`config.mk`:
```
export PLATFORM = sky130hd
export DESIGN_NAME = seq_div
export DESIGN_NICKNAME = d
export VERILOG_FILES = /design/src/rtl/div_pkg.sv /design/src/rtl/div_step.sv /design/src/rtl/seq_div.sv
export SDC_FILE = /design/constraint.sdc
export NUM_CORES = 1
export LEC_CHECK = 0
export ABC_AREA = 1
export BUFFER_PORTS_ARGS = -buffer_cell sky130_fd_sc_hd__buf_2
export CAP_MARGIN = 0
export CORE_UTILIZATION = 25
export CTS_CLUSTER_DIAMETER = 120
export CTS_CLUSTER_SIZE = 40
export DETAILED_ROUTE_END_ITERATION = 7
export PLACE_DENSITY = 0.42
export SLEW_MARGIN = 15
export SYNTH_ARGS = -nofsm -noshare
export SYNTH_HDL_FRONTEND = slang
export SYNTH_SLANG_ARGS = --single-unit
```
`constraint.sdc`:
```
create_clock -name clk -period 7.3 [get_ports clk]
set_input_delay 1.46 -clock clk [delete_from_list [all_inputs] [get_ports clk]]
set_output_delay 1.46 -clock clk [all_outputs]
set_load 0.05 [all_outputs]
```
`src/rtl/div_pkg.sv`:
```
// Shared types and constants for the sequential restoring divider.
package div_pkg;
    localparam int DIV_WIDTH = 32;
    localparam int CNT_W     = $clog2(DIV_WIDTH);

    // MIPS leaves LO undefined on divide-by-zero; all ones makes it easy to spot.
    localparam logic [DIV_WIDTH-1:0] DZ_QUOT = '1;

    typedef enum logic [1:0] {
        IDLE = 2'd0,
        CALC = 2'd1,
        FIX  = 2'd2,
        DONE = 2'd3
    } div_state_e;
endpackage

```
`src/rtl/div_step.sv`:
```
// One radix-2 restoring step: shift {r, q} left, then trial-subtract the divisor.
module div_step #(
    parameter int WIDTH = 32
) (
    input  logic [WIDTH-1:0] r_i,
    input  logic [WIDTH-1:0] q_i,
    input  logic [WIDTH-1:0] d_i,
    output logic [WIDTH-1:0] r_o,
    output logic [WIDTH-1:0] q_o
);
    logic [WIDTH:0] r_sh;
    logic           fits;

    // The shifted remainder can exceed WIDTH bits when the divisor is above 2^(WIDTH-1).
    assign r_sh = {r_i, q_i[WIDTH-1]};
    assign fits = (r_sh >= {1'b0, d_i});
    assign r_o  = fits ? WIDTH'(r_sh - {1'b0, d_i}) : r_sh[WIDTH-1:0];
    assign q_o  = {q_i[WIDTH-2:0], fits};
endmodule

```
`src/rtl/seq_div.sv`:
```
// Multi-cycle DIV/DIVU unit: magnitude restoring loop plus sign fix-up, busy/done handshake.
//   state | meaning
//   IDLE  | waiting for start
//   CALC  | one quotient bit per cycle, WIDTH cycles
//   FIX   | apply signs / divide-by-zero result, load outputs
//   DONE  | done pulse; start here is accepted like IDLE
module seq_div
    import div_pkg::*;
#(
    parameter int WIDTH = DIV_WIDTH
) (
    input  logic             clk,
    input  logic             rst,
    input  logic             start,
    input  logic             is_signed,
    input  logic [WIDTH-1:0] a,
    input  logic [WIDTH-1:0] b,
    output logic             busy,
    output logic             done,
    output logic [WIDTH-1:0] quotient,
    output logic [WIDTH-1:0] remainder,
    output logic             of_flag,
    output logic             dz_flag
);
    localparam int               CW   = $clog2(WIDTH);
    localparam logic [CW-1:0]    LAST = CW'(WIDTH - 1);
    localparam logic [WIDTH-1:0] SMIN = {1'b1, {(WIDTH-1){1'b0}}};

    div_state_e       state_q;
    logic [CW-1:0]    cnt_q;
    logic [WIDTH-1:0] r_q, q_q, d_q;
    logic [WIDTH-1:0] r_d, q_d;
    logic             neg_q_q, neg_r_q, of_pend_q, dz_pend_q;
    logic             busy_q, done_q, of_q, dz_q;
    logic [WIDTH-1:0] quot_q, rem_q;

    logic             b_zero, a_neg, b_neg;
    logic [WIDTH-1:0] a_abs, b_abs;

    assign b_zero = (b == '0);
    assign a_neg  = is_signed & a[WIDTH-1];
    assign b_neg  = is_signed & b[WIDTH-1];
    assign a_abs  = a_neg ? -a : a;
    assign b_abs  = b_neg ? -b : b;

    div_step #(.WIDTH(WIDTH)) u_step (
        .r_i(r_q),
        .q_i(q_q),
        .d_i(d_q),
        .r_o(r_d),
        .q_o(q_d)
    );

    always_ff @(posedge clk or posedge rst) begin
        if (rst) begin
            state_q   <= IDLE;
            cnt_q     <= '0;
            r_q       <= '0;
            q_q       <= '0;
            d_q       <= '0;
            neg_q_q   <= 1'b0;
            neg_r_q   <= 1'b0;
            of_pend_q <= 1'b0;
            dz_pend_q <= 1'b0;
            busy_q    <= 1'b0;
            done_q    <= 1'b0;
            quot_q    <= '0;
            rem_q     <= '0;
            of_q      <= 1'b0;
            dz_q      <= 1'b0;
        end else begin
            done_q <= 1'b0;
            case (state_q)
                IDLE, DONE: begin
                    if (start) begin
                        busy_q    <= 1'b1;
                        of_q      <= 1'b0;
                        dz_q      <= 1'b0;
                        cnt_q     <= '0;
                        r_q       <= '0;
                        d_q       <= b_abs;
                        // On divide-by-zero q_q parks the raw dividend for the HI result.
                        q_q       <= b_zero ? a : a_abs;
                        neg_q_q   <= ~b_zero & (a_neg ^ b_neg);
                        neg_r_q   <= ~b_zero & a_neg;
                        of_pend_q <= is_signed & (a == SMIN) & (b == '1);
                        dz_pend_q <= b_zero;
                        state_q   <= b_zero ? FIX : CALC;
                    end else begin
                        state_q <= IDLE;
                    end
                end
                CALC: begin
                    r_q <= r_d;
                    q_q <= q_d;
                    if (cnt_q == LAST) begin
                        state_q <= FIX;
                    end else begin
                        cnt_q <= cnt_q + 1'b1;
                    end
                end
                FIX: begin
                    if (dz_pend_q) begin
                        quot_q <= WIDTH'(DZ_QUOT);
                        rem_q  <= q_q;
                        dz_q   <= 1'b1;
                        of_q   <= 1'b0;
                    end else begin
                        quot_q <= neg_q_q ? -q_q : q_q;
                        rem_q  <= neg_r_q ? -r_q : r_q;
                        of_q   <= of_pend_q;
                    end
                    busy_q  <= 1'b0;
                    done_q  <= 1'b1;
                    state_q <= DONE;
                end
                default: state_q <= IDLE;
            endcase
        end
    end

    assign busy      = busy_q;
    assign done      = done_q;
    assign quotient  = quot_q;
    assign remainder = rem_q;
    assign of_flag   = of_q;
    assign dz_flag   = dz_q;
endmodule

```
==> results of run 1 <==
[where the power goes]
| part | switching, W | internal (W) |
|---|---|---|
| Combinational | 0.00297 | 0.00104 |
| Sequential | 0.000367 | 0.00135 |
| Clock | 0.000419 | 0.000554 |
[flip-flops by register name, summed over array words and instances, names as in the netlist, 2 cells and up]
register,flops
q_q,32
d_q,32
cnt_q,5
quotient,32
r_q,32
remainder,32
state_q,2
[through the flow]
step	total power [W]	area [µm²]	hold slack (ns)	worst slack, ns	utilization
2_1_floorplan	0.00442	14100	0.449	1.09	-
3_3_place_gp	0.00569	15400	0.460	3.05	0.279
3_5_place_dp	0.00571	15400	0.463	3.02	0.279
4_1_cts	0.00671	16000	0.481	3.54	0.289
5_1_grt	0.00722	16000	0.503	3.26	0.289
6_report	0.00670	16000	0.475	3.53	0.289
[critical path: stages]
cell and delay, ns:
buf_2 0.11, nand2_2 0.65, inv_1 0.20, a21oi_4 0.60, inv_2 0.45, o21ai_1 0.36, o21ai_0 0.11, nor3b_1 0.15
[path summary, 6_finish.rpt]
kind | cells past startpoint | startpoint | to
max | 8 | start | cnt_q[3]
min | 2 | remainder[8] | remainder[8]
max reg2reg | 13 | r_q[15] | q_q[0]
min reg2reg | 2 | remainder[8] | remainder[8]
max in group asynchronous | 3 | rst | q_q[12]
min in group asynchronous | 2 | rst | remainder[13]
[per-layer routing]
layer	track usage	vias to the layer above
li1	-	7341
met1	0.302	6929
met2	0.298	395
met3	0.0291	41
met4	0.0524	0
met5	0	-
[kinds of logic after synthesis]
kind of cell    share of synthesized area
buf+inv                             0.118
xor+xnor                           0.0305
compound gates                      0.113
simple gates                        0.388
flops                               0.312
fa+ha+maj                          0.0379
[final cells by class]
class / count / area share
Multi-Input combinational cell: 1658 / 0.502
Sequential cell: 175 / 0.274
Inverter: 342 / 0.0807
Tap cell: 748 / 0.0585
Timing Repair Buffer: 148 / 0.0483
Clock buffer: 22 / 0.0290
Clock inverter: 8 / 0.00813
[cells in the final DEF, fill, tap and decap left out, types with 3 or more instances in the layout]
cell / count
o31ai_1: 3
nand3_2: 8
buf_4: 13
bufinv_16: 3
nor3_1: 29
ha_1: 41
nand3_1: 235
nand2_2: 17
buf_2: 135
and2_1: 3
dfrtp_1: 175
nand3b_1: 3
clkbuf_16: 17
nor4_1: 3
o21ai_0: 108
xor2_1: 30
o211ai_1: 8
o21bai_1: 6
nor2_4: 7
clkinv_1: 3
inv_2: 7
nor2_1: 194
o21ai_1: 15
nor2_2: 12
nand2_1: 716
o22ai_1: 8
clkbuf_1: 3
a31oi_1: 10
clkinvlp_4: 3
inv_1: 331
nand4_1: 35
xnor2_1: 19
nor3_2: 4
a21oi_1: 120
or2_2: 5
==> out/results.tsv, run 1 <==
metric	value	unit
I/O pins	136	
unrepaired setup endpoints after global routing	no	
CP Data Required Time	7.66	ns
Final Hold Vio Count	0	
Worst-path clk slew	0.07	ns
Tmin final	3.77	ns
M1 WL	29.0	mm
routed wl met2	24.2	mm
synthesized area	14100	µm²
CTS tree	done	
Slew @ Worst Pin	1.04	ns
core area	55300	µm²
drt wl/cell	18.4	µm
most frequent cell after synthesis	nand2_1	
critical path arrival	4.13	ns
CTS buffer count	17	
Max Fanout on Critical Path	56	
Yosys warnings	0	
final worst clock skew	0.0120	ns
hpwl dp	45.4	mm
top routing layer used	met4	
Starting Density	0.254	
commonest cells in the synthesized netlist	717 x nand2_1, 332 x inv_1, 235 x nand3_1	
Area Overhead vs Synth	13.8	%
die area	57200	µm²
first-pass GRT wire length	85.7	mm
Peak VDD IR	0.000208	V
max cap viols	0	
Max Fclk	266	MHz
Synth Area per Inst	6.25	µm²
Slew headroom	0.305	
nets	2452	
Skew-Pair Late Insertion Delay	0.48	ns
ys async rst share	1.00	
CTS Hold Bufs	0	
FP Rows	86	
Post-synth top flop	dfrtp_1	
post-synthesis sequential area ratio	0.312	
chip height	239	µm
leakage power	8.50	nW
GRT Util Overall	0.202	
metal3 WL	2.86	mm
clk sinks	175	
share of cells above drive strength 1	0.103	
DRT Pass-1 Iters	5	
type of origin of the critical path	primary input	
Die Wd	239	µm
synth top area cells	dfrtp_1 31%, nand2_1 19%, inv_1 8.9%	
Setup CP Type	in -> reg	
Buffers on Ports	135	
DR vias	14706	
final cell count without fillers	3101	
status	completed	
Final Cycle Share	0.516	
setup tns final	0	ns
clk root buf	clkbuf_16	
flop2flop setup slack	3.83	ns
ANT nets after route	0	
Hold WC Path Type	reg -> reg	
Synth area leader	dfrtp_1	
final number of setup-violating endpoints	0	
DR iter-0 viols	1218	
Max H-tree Level	4	
initial antenna violation count	0	
pin count of the biggest net entering global routing	112	
diode count	0	
DRC	0	
Max Root-Sink Buffers	2	
synthesized instance count	2247	
DRT Wirelength	57.0	mm
EDFF count, synth	0	
Reg area	4380	µm²
fin. max-slew vios	0	
Synth Net Count	2357	
register bit total from synthesis	175	
Post-CTS Resized	0	
Yosys top cell area share	0.312	
RePlAce Congestion	0.909	
post-CTS setup buffers	0	
Netlist cell types	49	
DP Cell Count	3071	
total global routing overflow	0	
vias in the first global route	13622	
kind of end point of the critical path	register	
fill count	6341	
Via density	4.74	
Multi-input gate area	8020	µm²
P per Cell Area	419	nW/µm²
No activity file was read; power rests on OpenSTA's default activity.
==> run 2, diff against run 1 <==
Settings changed: PLACE_DENSITY 0.42 to 0.44.
Clock period 7.3 ns to 3.2 ns, I/O delays scaled along.
==> out/results.tsv, run 2 (synthesis gave the netlist of run 1 again) <==
metric	value	unit
Worst R2R End	r_q[28]	
DRC	0	
chip height	239	µm
drt wl/cell	17.8	µm
Max Fanout on Critical Path	31	
Reg area	4380	µm²
Multi-input gate area	8020	µm²
CP Data Required Time	3.57	ns
Peak VDD IR	0.000500	V
Post-CTS Resized	0	
Setup CP Type	reg -> reg	
clk root buf	clkbuf_16	
Starting Density	0.254	
DR vias	14591	
final core occ	0.292	
CTS tree	done	
fill count	6279	
leakage power	8.59	nW
Buffers on Ports	135	
Setup WS post-layout	0.434	ns
type of origin of the critical path	register	
RePlAce Congestion	0.925	
final number of setup-violating endpoints	0	
core area	55300	µm²
final worst clock skew	0.0153	ns
fin. max-slew vios	0	
Tmin final	2.77	ns
die area	57200	µm²
I/O pins	136	
Area Overhead vs Synth	14.8	%
nets	2468	
Reg2Reg Depth	11	
DP Cell Count	3087	
ANT nets after route	0	
DR iter-0 viols	1143	
status	completed	
DRT Pass-1 Iters	5	
unrepaired setup endpoints after global routing	no	
Hold WC Path Type	in -> async	
total global routing overflow	0	
diode count	0	
GRT Util Overall	0.198	
most common cell after layout, fill and taps aside	nand2_1	
initial antenna violation count	0	
clk sinks	175	
share of cells above drive strength 1	0.110	
first-pass GRT wire length	84.9	mm
Slew headroom	0.276	
Design Power	0.0152	W
Max Fclk	362	MHz
Place WS	0.267	ns
max cap viols	0	
Final Cycle Share	0.864	
Skew-Pair Late Insertion Delay	0.49	ns
kind of end point of the critical path	register	
vias in the first global route	14005	
setup tns final	0	ns
Final Hold Vio Count	0	
final cell count without fillers	3118	
RR Startpoint	r_q[30]	
Worst-path clk slew	0.08	ns
hpwl dp	44.8	mm
commonest cells after routing, fill and taps aside	717 x nand2_1, 331 x inv_1, 235 x nand3_1	
Max Root-Sink Buffers	2	
Die Wd	239	µm
DRT Wirelength	55.4	mm
Max H-tree Level	4	
CTS Hold Bufs	0	
pin count of the biggest net entering global routing	79	
P per Cell Area	943	nW/µm²
CTS buffer count	17	
post-CTS setup buffers	0	
Slew @ Worst Pin	1.08	ns
critical path arrival	3.14	ns
Via density	4.68	
FP Rows	86	
flop2flop setup slack	0.43	ns
[run 2: changes by cell type in the layout (fill, tap and decap cells not counted), moves of 2 or more]
| cell | before | now |
|---|---|---|
| bufinv_16 | 3 | 1 |
| clkbuf_1 | 3 | 0 |
| buf_12 | 0 | 3 |
| buf_4 | 13 | 26 |
| clkinv_2 | 0 | 2 |
| clkbuf_8 | 2 | 4 |
[run 2: metrics by stage]
stage	instance area (µm²)	hold slack, ns
floorplan	14100	0.449
global placement	15600	0.464
detailed placement	15600	0.462
CTS	16100	0.178
global route	16100	0.214
finish	16100	0.194
[run 2: how the worst max path moves through the flow]
stage | startpoint | slack [ns] | end
after floorplan | rst | 0.32 | busy
after global placement | b[0] | 0.17 | q_q[3]
after detailed placement | b[0] | 0.27 | q_q[3]
after CTS | r_q[0] | 0.46 | remainder[22]
after global routing | r_q[6] | 0.25 | r_q[28]
final | r_q[30] | 0.43 | r_q[28]
[run 2: power breakdown]
group          leakage [nW]  total [W]  switching [W]  internal (W)
Clock                 0.284    0.00217        0.00101       0.00116
Combinational          6.13    0.00913        0.00669       0.00244
Sequential             2.18    0.00392       0.000836       0.00308
Total                  8.59     0.0152        0.00853       0.00668
[run 2: final cells by class]
| class | instances | area share |
|---|---|---|
| clock buffer | 21 | 0.0298 |
| multi-input combinational | 1658 | 0.497 |
| sequential | 175 | 0.271 |
| inverter | 342 | 0.0798 |
| tap | 748 | 0.0580 |
| clock inverter | 10 | 0.00628 |
| timing repair buffer | 164 | 0.0577 |
[run 2: critical path: stages, from the launching register on]
cell and delay, ns:
dfrtp_1 0.50, ha_1 0.40, nand2_1 0.17, nor2_1 0.28, nand3_1 0.13, nor3_2 0.30, nor2_2 0.09, nand2_2 0.09
buf_4 0.32, nand3_1 0.21, nand2_1 0.11, nand2_1 0.06
[run 2: per-layer routing]
layer / vias to the layer above / routed length (µm) / part of all wire / GRT usage
li1: 7364 / - / - / -
met1: 6845 / 28000 / 0.51 / 0.291
met2: 340 / 23800 / 0.43 / 0.296
met3: 42 / 2640 / 0.048 / 0.0312
met4: 0 / 967 / 0.017 / 0.0556
met5: - / 0 / 0 / 0
==> run 3, diff against run 2 <==
Settings changed: HOLD_SLACK_MARGIN from default to 0.05, PLACE_DENSITY 0.44 to 0.48.
==> out/results.tsv, run 3 (synthesis gave the netlist of run 1 again) <==
metric	value	unit
DRT Pass-1 Iters	5	
Clk pwr share	0.138	
Final Hold Vio Count	0	
setup tns final	0	ns
P_int	0.00654	W
Skew-Pair Late Insertion Delay	0.49	ns
I/O pins	136	
DR vias	14582	
fill count	6281	
die area	57200	µm²
CP Data Required Time	3.54	ns
Buffers on Ports	135	
leakage power	8.55	nW
DR iter-0 viols	1017	
status	completed	
final core occ	0.290	
Multi-input gate area	8020	µm²
P per Cell Area	936	nW/µm²
commonest cells after routing, fill and taps aside	717 x nand2_1, 331 x inv_1, 235 x nand3_1	
Crit. Startpoint	r_q[0]	
type of origin of the critical path	register	
final number of setup-violating endpoints	0	
final cell count without fillers	3115	
CTS buffer count	17	
total global routing overflow	0	
vias in the first global route	14025	
kind of end point of the critical path	register	
Worst R2R End	remainder[22]	
Flop pwr share	0.258	
Area Overhead vs Synth	14.3	%
drt wl/cell	17.4	µm
Worst-path clk slew	0.08	ns
fin. max-slew vios	0	
Post-CTS Resized	0	
Via density	4.68	
DRT Wirelength	54.1	mm
Starting Density	0.254	
FP Rows	86	
Max Fclk	367	MHz
Hold WC Path Type	in -> async	
Max H-tree Level	4	
post-CTS setup buffers	0	
RePlAce Congestion	0.934	
final worst clock skew	0.0127	ns
clk sinks	175	
initial antenna violation count	0	
sw frac	0.565	
critical path arrival	3.07	ns
Die Wd	239	µm
share of cells above drive strength 1	0.109	
core area	55300	µm²
ANT nets after route	0	
pin count of the biggest net entering global routing	91	
Max Fanout on Critical Path	5	
combinational share of power	0.604	
first-pass GRT wire length	83.3	mm
hpwl dp	43.7	mm
CTS Hold Bufs	0	
Tmin final	2.73	ns
DP Cell Count	3084	
Slew headroom	0.302	
RR Startpoint	r_q[0]	
Setup CP Type	reg -> reg	
DRC	0	
Slew @ Worst Pin	1.04	ns
sw power	0.00850	W
unrepaired setup endpoints after global routing	no	
chip height	239	µm
diode count	0	
Final Cycle Share	0.852	
GRT Util Overall	0.194	
most common cell after layout, fill and taps aside	nand2_1	
clk root buf	clkbuf_16	
Max Root-Sink Buffers	2	
flop2flop setup slack	0.47	ns
CTS tree	done	
Reg2Reg Depth	11	
nets	2465	
Peak VDD IR	0.000532	V
Reg area	4380	µm²
max cap viols	0	
-- run 3: cell count changes in the layout (fill, tap and decap cells not counted), sizes merged --
cell,delta
buf,-3
bufinv,-1
clkbuf,-3
clkinv,+4
-- run 3: worst max path at each step --
stage	end	slack, ns	cells after the start
floorplan	busy	0.32	1
global placement	q_q[3]	0.23	13
detailed placement	q_q[3]	0.28	13
CTS	r_q[3]	0.46	11
global route	remainder[22]	0.19	11
finish	remainder[22]	0.47	11
-- run 3: critical path, stage by stage, from the launching register on --
cell	delay, ns
dfrtp_1	0.49
inv_1	0.17
ha_1	0.18
nand3_1	0.18
nor2_1	0.26
nand3_1	0.21
nor2_1	0.18
nand2_1	0.07
nand2_1	0.07
nor2_1	0.04
o21ai_0	0.61
nand2_1	0.11
-- run 3: layout make-up --
type | instances | share of cell area
multi-input cells | 1658 | 0.499
flip-flops and latches | 175 | 0.273
inverters | 342 | 0.0801
well taps | 748 | 0.0583
repair buffers | 161 | 0.0558
clock buffers | 18 | 0.0273
clock inverters | 13 | 0.00670
-- run 3: through the flow --
step	worst slack [ns]	power, W	hold slack [ns]	instance area [µm²]
3_3_place_gp	0.232	0.0129	0.466	15500
6_report	0.473	0.0150	0.278	16100
5_1_grt	0.187	0.0163	0.314	16100
2_1_floorplan	0.321	0.0101	0.449	14100
3_5_place_dp	0.284	0.0130	0.464	15500
4_1_cts	0.465	0.0151	0.311	16100
-- run 3: routing by layer --
layer / vias up / part of all wire / track usage
met2: 349 / 0.43 / 0.292
li1: 7364 / - / -
met3: 56 / 0.052 / 0.0380
met5: - / 0 / 0
met1: 6813 / 0.49 / 0.273
met4: 0 / 0.026 / 0.0660
-- run 3: power groups by stage --
| stage | Sequential (W) | Combinational (W) | Clock, W |
|---|---|---|---|
| 6_report | 0.00389 | 0.00908 | 0.00207 |
| 5_1_grt | 0.00398 | 0.0101 | 0.00221 |
| 4_1_cts | 0.00389 | 0.00909 | 0.00214 |
| 3_5_place_dp | 0.00393 | 0.00906 | 0 |
| 3_3_place_gp | 0.00392 | 0.00901 | 0 |
| 2_1_floorplan | 0.00482 | 0.00527 | 0 |
